===== src/rtl/drc_burst_scheduler.sv =====
// Splits DMA write requests into 4 KB-safe INCR bursts and hands the resulting
// descriptors round-robin to the per-path burst FIFOs of the AXI pusher.
module drc_burst_scheduler #(
  parameter int p_paths     = 2,
  parameter int p_max_beats = 256
) (
  input  logic               i_clk,
  input  logic               i_rst,
  input  logic               req_valid,
  output logic               req_ready,
  input  logic [31:0]        req_addr,
  input  logic [23:0]        req_beats,
  output logic [p_paths-1:0] paths_burst_wr,
  output logic [39:0]        paths_burst_out,
  input  logic [p_paths-1:0] paths_burst_full,
  output logic               busy,
  output logic               done,
  output logic [15:0]        bursts_issued
);

  localparam int PW = (p_paths > 1) ? $clog2(p_paths) : 1;

  localparam logic [1:0] IDLE  = 2'd0;
  localparam logic [1:0] SPLIT = 2'd1;
  localparam logic [1:0] WRITE = 2'd2;
  localparam logic [1:0] DONE  = 2'd3;

  localparam logic [8:0]         MAX_BEATS = 9'(p_max_beats);
  localparam logic [p_paths-1:0] WR_ONE    = p_paths'(1);

  logic [1:0]  state;
  logic [31:0] cur_addr;
  logic [23:0] rem;
  logic [PW-1:0] rr_ptr;

  logic [8:0] to_4k;
  logic [8:0] rem_clip;
  logic [8:0] lim;
  logic [8:0] blen;

  logic [2*p_paths-1:0] free2;
  logic [p_paths-1:0]   rot;
  logic                 found;
  int                   sel_int;
  int                   nxt_int;
  logic [PW-1:0]        sel;
  logic [PW-1:0]        next_ptr;

  // Byte-offset bits of the request address carry no meaning for 128-bit beats.
  logic addr_lsb_unused;
  assign addr_lsb_unused = ^req_addr[3:0];

  // Burst length is the tightest of remaining beats, the configured cap and the 4 KB page end.
  always_comb begin
    to_4k    = 9'd256 - {1'b0, cur_addr[11:4]};
    rem_clip = (rem > 24'd256) ? 9'd256 : rem[8:0];
    lim      = (to_4k < MAX_BEATS) ? to_4k : MAX_BEATS;
    blen     = (rem_clip < lim) ? rem_clip : lim;
  end

  // Rotate the free mask so bit 0 is rr_ptr; the lowest set bit is the next path in turn.
  always_comb begin
    free2   = {~paths_burst_full, ~paths_burst_full};
    rot     = p_paths'(free2 >> rr_ptr);
    found   = 1'b0;
    sel_int = 0;
    for (int j = p_paths - 1; j >= 0; j--) begin
      if (rot[j]) begin
        found   = 1'b1;
        sel_int = int'(rr_ptr) + j;
      end
    end
    if (sel_int >= p_paths) sel_int = sel_int - p_paths;
    nxt_int = sel_int + 1;
    if (nxt_int >= p_paths) nxt_int = 0;
    sel      = PW'(sel_int);
    next_ptr = PW'(nxt_int);
  end

  always_ff @(posedge i_clk or posedge i_rst) begin
    if (i_rst) begin
      state           <= IDLE;
      cur_addr        <= 32'h0;
      rem             <= 24'h0;
      rr_ptr          <= '0;
      req_ready       <= 1'b1;
      busy            <= 1'b0;
      done            <= 1'b0;
      paths_burst_wr  <= '0;
      paths_burst_out <= 40'h0;
      bursts_issued   <= 16'h0;
    end else begin
      paths_burst_wr <= '0;
      done           <= 1'b0;
      case (state)
        IDLE: begin
          if (req_valid && req_ready) begin
            cur_addr  <= {req_addr[31:4], 4'h0};
            rem       <= req_beats;
            req_ready <= 1'b0;
            busy      <= 1'b1;
            if (req_beats == 24'h0) begin
              state <= DONE;
              done  <= 1'b1;
            end else begin
              state <= SPLIT;
            end
          end
        end
        SPLIT: begin
          if (found) begin
            paths_burst_out <= {cur_addr, blen[7:0]};
            paths_burst_wr  <= WR_ONE << sel;
            rr_ptr          <= next_ptr;
            cur_addr        <= cur_addr + {19'h0, blen, 4'h0};
            rem             <= rem - {15'h0, blen};
            state           <= WRITE;
          end
        end
        WRITE: begin
          bursts_issued <= bursts_issued + 16'd1;
          if (rem == 24'h0) begin
            state <= DONE;
            done  <= 1'b1;
          end else begin
            state <= SPLIT;
          end
        end
        DONE: begin
          state     <= IDLE;
          req_ready <= 1'b1;
          busy      <= 1'b0;
        end
        default: begin
          state     <= IDLE;
          req_ready <= 1'b1;
          busy      <= 1'b0;
        end
      endcase
    end
  end

endmodule


===== config.mk =====
export PLATFORM = sky130hd
export DESIGN_NAME = drc_burst_scheduler
export DESIGN_NICKNAME = d
export VERILOG_FILES = /design/src/rtl/drc_burst_scheduler.sv
export SDC_FILE = /design/constraint.sdc
export NUM_CORES = 1
export LEC_CHECK = 0
export CAP_MARGIN = 20
export CORE_MARGIN = 10
export CORE_UTILIZATION = 50
export CTS_BUF_LIST = sky130_fd_sc_hd__clkbuf_16
export DETAILED_ROUTE_END_ITERATION = 12
export GPL_TIMING_DRIVEN = 0
export PLACE_DENSITY = 0.86
export RECOVER_POWER = 50
export SYNTH_ARGS = -nofsm -noshare
export SYNTH_HDL_FRONTEND = slang
export SYNTH_SLANG_ARGS = --single-unit

===== constraint.sdc =====
create_clock -name i_clk -period 7.2 [get_ports i_clk]
set_input_delay 1.44 -clock i_clk [delete_from_list [all_inputs] [get_ports i_clk]]
set_output_delay 1.44 -clock i_clk [all_outputs]
set_load 0.05 [all_outputs]

==> impl_results.md, run 1 <==
- Failing checks: max-capacitance violations, max-slew violations
- Setup crit end kind: flop
- CP max stage delay: 0.90 ns
- Synthesized flop and latch total: 112
- ANT nets after route: 0
- Critical path startpoint: rem[16]
- Synthesis-to-layout area growth: 24.0%
- Fillcell total: 1154
- Vias in the first global route: 6462
- Top delay family on crit path: simple AND/OR/NAND/NOR gates
- Post_cts resized: 0
- First-pass DRT Iterations: 5
- Static leakage: 3.71 nW
- Iteration-0 DRC Markers: 928
- Distinct cells, synth: 65
- DIE WIDTH: 137 um
- Initial antenna violation count: 0
- CTS sink count: 112
- Register share of total power: 28.7%
- Relative slew slack: -112%
- Final Max Slew Viols: 115
- Crit-path max FO: 10
- Hold Crit Start: bursts_issued[15]
- CTS clk-pin slew, worst paths: 0.08 ns
- Worst vdd ir: 0.188 mV
- Outcome: finished with violations
- Maximum clock insertion buffer count: 2
- I/O pins: 122
- Root Driver: clkbuf_16
- CTS H-tree depth: 3
- Metal-1 WL: 9.05 mm
- Internal power: 0.00191 W
- Full die area: 18800 um^2
- Worst Hold Class: reg -> reg
- Most common flop cell mapped by yosys: dfrtp_1
- Cell Pwr Density: 447 nW/um^2
- Synthesis warning total: 0
- Metal3 WL: 2.22 mm
- Post-CTS setup buffer count: 0
- Tcrit/Tclk final: 88.4%
- Fmax: 157 MHz
- Drt wl/cell: 19.5 um
- First-pass GRT wire length: 34.6 mm
- Launching point of the worst reg2reg path: rem[16]
- Mapped Cells: 808
- Post-Syn Area: 6870 um^2
- Total gr overflow: 0
- Worst-Margin Slew: 3.18 ns
- TritonCTS Buffers: 9
- Top sig layer: met4
- Core area: 13300 um^2
- Unrepaired setup endpoints after global routing: false
- Logic gate share of total power: 58.4%
- Avg Inst Size Synth: 8.51 um^2
- Drt via density: 6.17
- Clock share of power: 12.9%
- Vias: 6896
- Switching share of power: 49.9%
- Share of cells above drive strength 1: 3.51%
- CP arrival: 6.61 ns
- TNS Setup: 0 ns
- CP bufs+invs: 2
- Synth area leaders: dfrtp_1, nand2_1, ha_1
- Seq/Total Area, Yosys: 40.8%
- ANT cells: 0
- Min Tclk post-route: 6.36 ns
- Met2 WL: 10.1 mm
- Input/output buffers: 113
- Post-synth EDFFs: 0
- Critical path cell sequence: or3_1 > or4_1 > nor2_1 > nand2_1 > inv_1 > ha_1 > a21oi_1 > o21a_1 > a21o_1 > a41oi_1 > nor2_1 > buf_2 > a21oi_1 > ha_1 > a21oi_1 > nor2_1 > a211oi_1 > nand3_1 > o311ai_0 > nand2b_1
- GPL Wtd Cong: 0.967
- Fin. Hold Viols: 0
- Max-cap violation count: 2
- Site row count: 42
- Final worst slack: 0.837 ns
- Cell taking the most area after synthesis: dfrtp_1
- Nets: 1027
- Final WL: 21.7 mm
- Kind of critical path: reg -> reg
- Skew-Pair Late Insertion Delay: 0.37 ns
- Skew final: 0.0132 ns
- # DRC: 0
- TritonCTS clock tree: done
- NetSw: 0.00190 W
- Pre-CTS setup slack: 1.06 ns
- Initial core utilization: 51.5%
- Hpwl dp: 16.5 mm
- # hold bufs at CTS: 0
- Largest net degree at the start of global routing: 69
- Top cell type's share of synthesized area: 40.4%
- GRT Resource Usage Total: 23.2%
- CP max stage cell: a211oi_1
- Critical Path RT: 7.45 ns
- Startpoint types: flop
- Die Ht: 137 um
- Setup violators final: 0
- FFs w/ async S/R, synth: 100%
## state kept, by name, indices dropped and copies added, names as in the netlist
signal	count
paths_burst_out	36
cur_addr	28
rem	24
bursts_issued	16
paths_burst_wr	2
state	2
busy	1
done	1
req_ready	1
rr_ptr	1
## cells in the mapped netlist, types with 8 or more instances
cell      count
dfrtp_1     111
nor3_1       30
a21oi_1      49
o21ai_0      34
and3_1       17
xor2_1       11
inv_1        19
nand3_1      23
o211ai_1     11
o21a_1        9
a211oi_1     18
a31oi_1      10
clkbuf_1     36
nand4_1      14
a21o_1       13
xnor2_1      14
or4_1        10
nor4_1       17
nor2_1       58
nand2_1     149
or3_1        12
ha_1         28
o22ai_1       8
## cells in the final DEF (no fill, tap or decap), drive strengths merged, types with 5 or more instances in the layout
master,n
nand2,149
dfrtp,111
clkdlybuf4s50,105
nor2,58
a21oi,50
clkbuf,45
o21ai,36
nor3,30
ha,28
nand3,23
inv,22
a211oi,18
nor4,18
and3,17
nand4,14
xnor2,14
a21o,13
or3,12
o211ai,12
xor2,11
or4,10
a31oi,10
o21a,9
o22ai,8
dlygate4sd3,8
buf,8
nor2b,7
a211o,6
nand3b,6
a2bb2oi,5
a311oi,5
a22oi,5
## kinds of logic after synthesis
| logic type | Yosys count | share of synthesized area [%] |
|---|---|---|
| buf+inv | 63 | 3.70 |
| compound gates | 210 | 20.5 |
| fa+ha+maj | 30 | 5.68 |
| xor+xnor | 25 | 3.19 |
| simple gates | 363 | 25.4 |
| flops | 112 | 40.8 |
| mux | 4 | 0.619 |
| other cells | 1 | 0.0546 |
## layout make-up
type,count,area (um^2),area share (%)
inverters,19,72.6,0.851
clock buffers,9,225,2.64
clock inverters,7,53.8,0.631
well taps,176,220,2.58
flip-flops and latches,112,2800,32.9
plain buffers,44,183,2.14
multi-input cells,636,3830,44.9
repair buffers,114,1140,13.4
## stage by stage
step	instances	power [W]	utilization [%]	area (um^2)	hold slack, ns
finish	1117	0.00381	63.9	8530	0.469
global route	1117	0.00408	63.9	8530	0.491
detailed placement	1101	0.00329	61.9	8270	0.461
floorplan	811	0.00263	-	6880	0.454
CTS	1117	0.00378	64.0	8540	0.473
global placement	1100	0.00323	61.7	8240	0.458
## final timing paths
kind | to | slack (ns) | cells past startpoint
worst min register to register | bursts_issued[15] | 0.47 | 1
worst max register to register | rem[19] | 0.84 | 20
max in group asynchronous | cur_addr[8] | 1.23 | 3
worst min-delay path | bursts_issued[15] | 0.47 | 1
min in group asynchronous | paths_burst_out[21] | 2.02 | 2
worst max-delay path | rem[19] | 0.84 | 20
## worst reg2reg max path, stage by stage (launching register included)
cell and delay, ns:
dfrtp_1 0.43, or3_1 0.45, or4_1 0.55, nor2_1 0.40, nand2_1 0.13, inv_1 0.13
ha_1 0.26, a21oi_1 0.17, o21a_1 0.19, a21o_1 0.17, a41oi_1 0.08, nor2_1 0.41
buf_2 0.30, a21oi_1 0.12, ha_1 0.37, a21oi_1 0.17, nor2_1 0.06, a211oi_1 0.90
nand3_1 0.44, o311ai_0 0.44, nand2b_1 0.09
## layer usage
layer | vias to the layer above | GRT usage [%]
met1 | 3243 | 31.5
li1 | 3214 | -
met5 | - | 0
met3 | 37 | 4.04
met2 | 402 | 36.8
met4 | 0 | 7.49
## power groups by stage
stage                     clock, W  sequential (W)  combinational [W]
after floorplan                  0         0.00133            0.00131
after global placement           0         0.00108            0.00215
after detailed placement         0         0.00109            0.00219
after CTS                 0.000491         0.00108            0.00221
after global routing      0.000513         0.00112            0.00245
final                     0.000493         0.00109            0.00223
Note: power is estimated with default switching activity, not from simulation.
==> run 2: changes to the inputs <==
--- a/config.mk
+++ b/config.mk
@@ -11,7 +11,8 @@
 export CTS_BUF_LIST = sky130_fd_sc_hd__clkbuf_16
 export DETAILED_ROUTE_END_ITERATION = 12
 export GPL_TIMING_DRIVEN = 0
-export PLACE_DENSITY = 0.86
+export MAX_ROUTING_LAYER = met4
+export PLACE_DENSITY = 0.82
 export RECOVER_POWER = 50
 export SYNTH_ARGS = -nofsm -noshare
 export SYNTH_HDL_FRONTEND = slang
==> run 2 against run 1 <==
The run still ends with max-capacitance violations, max-slew violations left. Via count rose by 0.20%. Sequential power hardly changed. Critical path depth did not move. Sequential cell count unchanged. Power down 0.25%. Die area unchanged. Non-clock buffer count stayed put. First-iteration DRC count fell by 24%. Design area about the same. Largest cell class unchanged.
==> impl_results.md, run 2 (synthesis gave the netlist of run 1 again) <==
- Internal power: 0.00191 W (about the same)
- Failing checks: max-capacitance violations, max-slew violations
- Synthesis-to-layout area growth: 24.0% (about the same)
- First-pass GRT wire length: 35.0 mm (+1.3%)
- Clock share of power: 12.9% (about the same)
- Initial antenna violation count: 0 (unchanged)
- Skew final: 0.0106 ns (-0.00260 ns)
- TritonCTS Buffers: 9 (unchanged)
- I/O pins: 122 (unchanged)
- Tcrit/Tclk final: 88.9% (+0.52 points)
- ANT nets after route: 0 (unchanged)
- Drt wl/cell: 19.7 um (+1.4%)
- Final Max Slew Viols: 115 (unchanged)
- Min Tclk post-route: 6.40 ns (+0.0374 ns)
- GRT Resource Usage Total: 24.2% (+0.98 points)
- Relative slew slack: -103% (+8.9 points)
- CP arrival: 6.64 ns (+0.03 ns)
- Skew-Pair Late Insertion Delay: 0.37 ns (about the same)
- Unrepaired setup endpoints after global routing: false
- Register share of total power: 28.8% (about the same)
- Setup crit end kind: flop
- TritonCTS clock tree: done
- Max reg flops: 36 (unchanged)
- Root Driver: clkbuf_16
- First-pass DRT Iterations: 5 (unchanged)
- Post-CTS setup buffer count: 0 (unchanged)
- CP max stage delay: 0.87 ns (-0.03 ns)
- Vias in the first global route: 6582 (+1.9%)
- Vias: 6910 (+0.20%)
- Largest net degree at the start of global routing: 61 (-12%)
- Cell Pwr Density: 447 nW/um^2 (-0.18%)
- CTS clk-pin slew, worst paths: 0.07 ns (about the same)
- Kind of critical path: reg -> reg
- Hpwl dp: 16.5 mm (+0.29%)
- Outcome: finished with violations
- Most frequent cells in the layout: nand2_1, dfrtp_1, clkdlybuf4s50_1, nor2_1, a21oi_1
- Pre-CTS setup slack: 1.02 ns (-0.0312 ns)
- ANT cells: 0 (unchanged)
- Static leakage: 3.71 nW (+0.12%)
- Share of cells above drive strength 1: 3.40% (-0.11 points)
- Fin. Hold Viols: 0 (unchanged)
- Most common library cell in the layout ignoring fill and taps: nand2_1
- DIE WIDTH: 137 um (unchanged)
- Switching share of power: 49.9% (-0.087 points)
- Iteration-0 DRC Markers: 707 (-24%)
- Worst-Margin Slew: 3.05 ns (-0.133 ns)
- Crit-path max FO: 10 (unchanged)
- Critical path cell sequence: or3_1 > or4_1 > nor2_1 > nand2_1 > inv_1 > ha_1 > a21oi_1 > o21a_1 > a21o_1 > a41oi_1 > nor2_1 > buf_2 > a21oi_1 > ha_1 > a21oi_1 > nor2_1 > a211oi_1 > nand3_1 > o311ai_0 > nand3_1
- Flop-to-flop setup slack: 0.80 ns (-0.04 ns)
- Maximum clock insertion buffer count: 2 (unchanged)
- Post-route total power: 0.00380 W (-0.25%)
- NetSw: 0.00190 W (-0.43%)
- Core area: 13300 um^2 (unchanged)
- Final worst slack: 0.800 ns (-0.0374 ns)
- Initial core utilization: 51.5% (unchanged)
- Site row count: 42 (unchanged)
- Biggest regs: paths_burst_out x36, cur_addr x28, rem x24
- Startpoint types: flop
- GPL Wtd Cong: 0.984 (+1.8%)
- CP max stage cell: a211oi_1
- # hold bufs at CTS: 0 (unchanged)
- Fmax: 156 MHz (-0.58%)
- CTS H-tree depth: 3 (unchanged)
- TNS Setup: 0 ns (unchanged)
- Worst Hold Class: reg -> reg
- Logic gate share of total power: 58.3% (about the same)
- Worst vdd ir: 0.180 mV (-4.1%)
- Full die area: 18800 um^2 (unchanged)
- # DRC: 0 (unchanged)
- Top reg by flops: paths_burst_out
- Critical Path RT: 7.44 ns (about the same)
- Total gr overflow: 0 (unchanged)
- Nets: 1027 (unchanged)
- Drt via density: 6.19 (+0.20%)
- Die Ht: 137 um (unchanged)
- Post_cts resized: 0 (unchanged)
- CTS sink count: 112 (unchanged)
- Max-cap violation count: 2 (unchanged)
- Setup violators final: 0 (unchanged)
- Input/output buffers: 113 (unchanged)
- Final WL: 22.0 mm (+1.4%)
run 2: cell types whose count changed in the layout (fill, tap and decap cells not counted):
cell             previous run  this run
mux2_2                      2         1
clkbuf_1                   36        37
mux2_1                      0         1
inv_6                       2         3
clkdlybuf4s25_1             1         0
clkinv_1                    1         0
inv_1                      19        20
clkinv_4                    2         1
run 2: cell type report:
class | count | area (um^2)
buffer | 44 | 183
timing repair buffer | 114 | 1130
tap | 176 | 220
multi-input combinational | 636 | 3830
clock buffer | 9 | 225
inverter | 19 | 72.6
clock inverter | 7 | 53.8
fill | 1180 | 4830
sequential | 112 | 2800
run 2: metrics by stage:
step,utilization (%),hold slack [ns],cells,instance area (um^2)
detailed placement,61.9,0.463,1101,8270
global route,63.8,0.501,1117,8520
floorplan,-,0.454,811,6880
finish,63.8,0.478,1117,8520
CTS,64.0,0.480,1117,8540
global placement,61.7,0.457,1100,8240
run 2: worst paths after layout:
| path | start | to | cells past startpoint |
|---|---|---|---|
| min | paths_burst_out[20] | paths_burst_out[20] | 2 |
| max reg2reg | rem[17] | rem[23] | 20 |
| min in group asynchronous | i_rst | bursts_issued[15] | 2 |
| max in group asynchronous | i_rst | rem[14] | 3 |
| max | rem[17] | rem[23] | 20 |
| min reg2reg | paths_burst_out[20] | paths_burst_out[20] | 2 |
run 2: power by group through the flow:
stage	Sequential, W	Clock (W)	Combinational [W]
after global placement	0.00109	0	0.00215
final	0.00109	0.000491	0.00222
after global routing	0.00112	0.000523	0.00243
after CTS	0.00108	0.000496	0.00220
after detailed placement	0.00110	0	0.00219
after floorplan	0.00133	0	0.00131
run 2: layer usage:
layer  share of wire, %  up-vias  GRT usage (%)  wire length [um]
met1                 42     3266           32.3              9260
met5                  0        -              -                 0
met2                 45      378           36.3              9940
li1                   -     3212              -                 -
met4                3.0        0           9.02               654
met3                9.9       54           4.01              2180
run 2: worst max-delay path, delay by kind of cell (launching register included):
family          cells  cell delay (ns)
compound gates      8             2.24
fa+ha+maj           2             0.61
buf+inv             2             0.42
flops               1             0.41
simple gates        8             2.58
==> run 3: changes to the inputs <==
--- a/config.mk
+++ b/config.mk
@@ -5,6 +5,7 @@
 export SDC_FILE = /design/constraint.sdc
 export NUM_CORES = 1
 export LEC_CHECK = 0
+export ABC_AREA = 1
 export CAP_MARGIN = 20
 export CORE_MARGIN = 10
 export CORE_UTILIZATION = 50
@@ -12,7 +13,7 @@
 export DETAILED_ROUTE_END_ITERATION = 12
 export GPL_TIMING_DRIVEN = 0
 export MAX_ROUTING_LAYER = met4
-export PLACE_DENSITY = 0.82
+export PLACE_DENSITY = 0.81
 export RECOVER_POWER = 50
 export SYNTH_ARGS = -nofsm -noshare
 export SYNTH_HDL_FRONTEND = slang
==> run 3 against run 2 <==
The flow still finishes with violations (max-capacitance violations, max-slew violations). Highest routed layer unchanged. Critical path depth rose by 8. Clock skew fell by 0.0013 ns. First-iteration DRC count rose by 33%.
==> impl_results.md, run 3 <==
- Relative slew slack: -65.5% (+38 points)
- Seq/Total Area, Yosys: 37.2% (-3.6 points)
- Most common library cell in the layout ignoring fill and taps: nand2_1
- Logic gate share of total power: 63.6% (+5.3 points)
- TNS Setup: 0 ns (unchanged)
- Failing checks: max-capacitance violations, max-slew violations
- Input/output buffers: 113 (unchanged)
- ANT nets after route: 0 (unchanged)
- CTS sink count: 112 (unchanged)
- Worst vdd ir: 0.232 mV (+29%)
- Fillcell total: 1381 (+17%)
- Post-synth EDFFs: 0 (unchanged)
- FFs w/ async S/R, synth: 100% (unchanged)
- Critical path startpoint: cur_addr[5]
- CP max stage delay: 0.50 ns (-0.37 ns)
- Register share of total power: 24.9% (-3.9 points)
- # DRC: 0 (unchanged)
- Min Tclk post-route: 5.14 ns (-1.27 ns)
- Initial antenna violation count: 0 (unchanged)
- Fin. Hold Viols: 0 (unchanged)
- Setup violators final: 0 (unchanged)
- Post-CTS setup buffer count: 0 (unchanged)
- Cell Pwr Density: 512 nW/um^2 (+15%)
- Critical Path RT: 7.46 ns (+0.02 ns)
- DIE WIDTH: 143 um (+4.0%)
- Hpwl dp: 18.7 mm (+13%)
- Crit-path max FO: 10 (unchanged)
- Post_cts resized: 0 (unchanged)
- Max reg flops: 36 (unchanged)
- Skew-Pair Late Insertion Delay: 0.37 ns (about the same)
- Switching share of power: 54.9% (+5.1 points)
- Hold Crit Start: req_ready
- CTS clk-pin slew, worst paths: 0.08 ns (about the same)
- TritonCTS clock tree: done
- Share of cells above drive strength 1: 5.05% (+1.6 points)
- CP arrival: 5.40 ns (-1.24 ns)
- NetSw: 0.00258 W (+36%)
- Fmax: 195 MHz (+25%)
- First-pass DRT Iterations: 5 (unchanged)
- Avg Inst Size Synth: 6.88 um^2 (-19%)
- Startpoint types: flop
- Full die area: 20400 um^2 (+8.1%)
- Vias in the first global route: 7505 (+14%)
- Maximum clock insertion buffer count: 2 (unchanged)
- Synthesis-to-layout area growth: 22.0%
- CP max stage cell: o21ai_0
- Drt via density: 5.54 (-10%)
- Distinct cells, synth: 45 (-31%)
- Mapped Cells: 1095 (+36%)
- Nets: 1314 (+28%)
- Biggest regs: paths_burst_out x36, cur_addr x28, rem x24
- Initial core utilization: 51.4% (-0.072 points)
- Vias: 7822 (+13%)
- Clock share of power: 11.5% (-1.4 points)
- Tcrit/Tclk final: 71.3% (-18 points)
- Iteration-0 DRC Markers: 943 (+33%)
- Launching point of the worst reg2reg path: cur_addr[5]
- GRT Resource Usage Total: 24.3% (+0.065 points)
- First-pass GRT wire length: 38.5 mm (+10%)
- Static leakage: 4.53 nW (+22%)
- GPL Wtd Cong: 0.970 (-1.4%)
- Non-Filler Instances: 1412 (+26%)
- Skew final: 0.00931 ns (-0.00131 ns)
- Kind of critical path: reg -> reg
- ANT cells: 0 (unchanged)
- Placed Cells: 1396 (+27%)
- Worst-Margin Slew: 2.47 ns (-0.579 ns)
- Synth top cells by count: nand2_1, inv_1, nor2_1
- Die Ht: 143 um (+4.0%)
- Largest net degree at the start of global routing: 60 (-1.6%)
- Synthesized flop and latch total: 112 (unchanged)
- Leading cell type by number of instances after synthesis: nand2_1
- Final Max Slew Viols: 54 (-53%)
- Worst Hold Class: reg -> reg
- Unrepaired setup endpoints after global routing: false
- Root Driver: clkbuf_16
- Synthesis warning total: 0 (unchanged)
- Cell taking the most area after synthesis: dfrtp_1
- I/O pins: 122 (unchanged)
- Total gr overflow: 0 (unchanged)
- Final WL: 24.2 mm (+9.6%)
- Drt wl/cell: 17.1 um (-13%)
- CTS H-tree depth: 3 (unchanged)
- Post-Syn Area: 7530 um^2 (+9.6%)
- TritonCTS Buffers: 9 (unchanged)
- Site row count: 44 (+4.8%)
- Internal power: 0.00212 W (+11%)
- Top cell type's share of synthesized area: 36.9% (-3.5 points)
- Setup crit end kind: flop
- Most common flop cell mapped by yosys: dfrtp_1
- Most frequent cells in the layout: nand2_1, inv_1, nor2_1, dfrtp_1, clkdlybuf4s50_1
- Most common cell on crit path: nand2_1
- Core area: 14600 um^2 (+9.7%)
- # hold bufs at CTS: 0 (unchanged)
- Outcome: finished with violations
- Synth area leaders: dfrtp_1, nand2_1, nand3_1
- Top reg by flops: paths_burst_out
- Max-cap violation count: 1 (-1)
run 3: cell count changes in the layout (fill, tap and decap cells not counted), moves of 16 or more:
| cell | delta |
|---|---|
| and3_1 | -17 |
| a211oi_1 | -18 |
| o21ai_0 | +30 |
| inv_1 | +111 |
| o21ai_1 | +16 |
| nand3_1 | +81 |
| clkbuf_1 | -26 |
| nor3_1 | -19 |
| nand2_1 | +170 |
| nor2_1 | +64 |
run 3: power groups by stage:
| stage | Sequential, W | Combinational (W) | Clock [W] |
|---|---|---|---|
| after floorplan | 0.00152 | 0.00169 | 0 |
| after CTS | 0.00117 | 0.00298 | 0.000542 |
| final | 0.00117 | 0.00299 | 0.000541 |
| after global placement | 0.00117 | 0.00291 | 0 |
| after global routing | 0.00120 | 0.00332 | 0.000563 |
| after detailed placement | 0.00118 | 0.00296 | 0 |
run 3: area by class of cell:
class	count	area [um^2]	share of cell area, %
multi-input combinational	817	3990	43.5
sequential	112	2800	30.5
timing repair buffer	114	1160	12.6
inverter	136	514	5.60
tap	184	230	2.51
clock buffer	9	225	2.45
buffer	33	170	1.85
clock inverter	7	91.3	0.994
run 3: worst paths after layout:
| kind | endpoint | slack, ns | depth (start not counted) |
|---|---|---|---|
| worst max-delay path | cur_addr[26] | 2.06 | 28 |
| worst min-delay path | req_ready | 0.47 | 2 |
| worst max register to register | cur_addr[26] | 2.06 | 28 |
| worst min register to register | req_ready | 0.47 | 2 |
| max in group asynchronous | rem[12] | 3.87 | 2 |
| min in group asynchronous | paths_burst_out[31] | 2.20 | 2 |
run 3: critical path, delay by kind of cell (launching register included):
family,cells,cell delay (ns)
flip-flops,1,0.44
AO/OA/AOI/OAI,3,1.33
AND/OR/NAND/NOR,16,1.88
buffers and inverters,5,0.39
adder cells (fa/ha/maj),4,1.00
run 3: kinds of logic (layout without fill, tap and decap cells):
family                   count (synthesis)  count (layout)  share of synthesized area (%)
AO/OA/AOI/OAI                          158             158                           11.0
XOR/XNOR                                19              19                           2.21
adder cells (fa/ha/maj)                 30              30                           5.18
buffers and inverters                  169             299                           9.09
flip-flops                             112             112                           37.2
other                                    1               4                         0.0498
AND/OR/NAND/NOR                        606             606                           35.2
run 3: metal layers:
layer / global-route usage (%) / vias to the layer above / share of wire [%]
met4: 7.65 / 0 / 1.8
met5: - / - / 0
li1: - / 3785 / -
met1: 31.0 / 3640 / 43
met3: 3.08 / 42 / 7.7
met2: 39.3 / 355 / 48
run 3: through the flow:
stage               instance area (um^2)  util, %  hold WS [ns]  total power, W  setup WS, ns
floorplan                           7540        -         0.454         0.00322          2.80
global placement                    8900     60.8         0.457         0.00408          1.10
detailed placement                  8930     61.0         0.463         0.00414          2.24
CTS                                 9250     63.2         0.475         0.00469          2.17
global route                        9190     62.7         0.487         0.00508          1.62
finish                              9190     62.7         0.471         0.00470          2.06
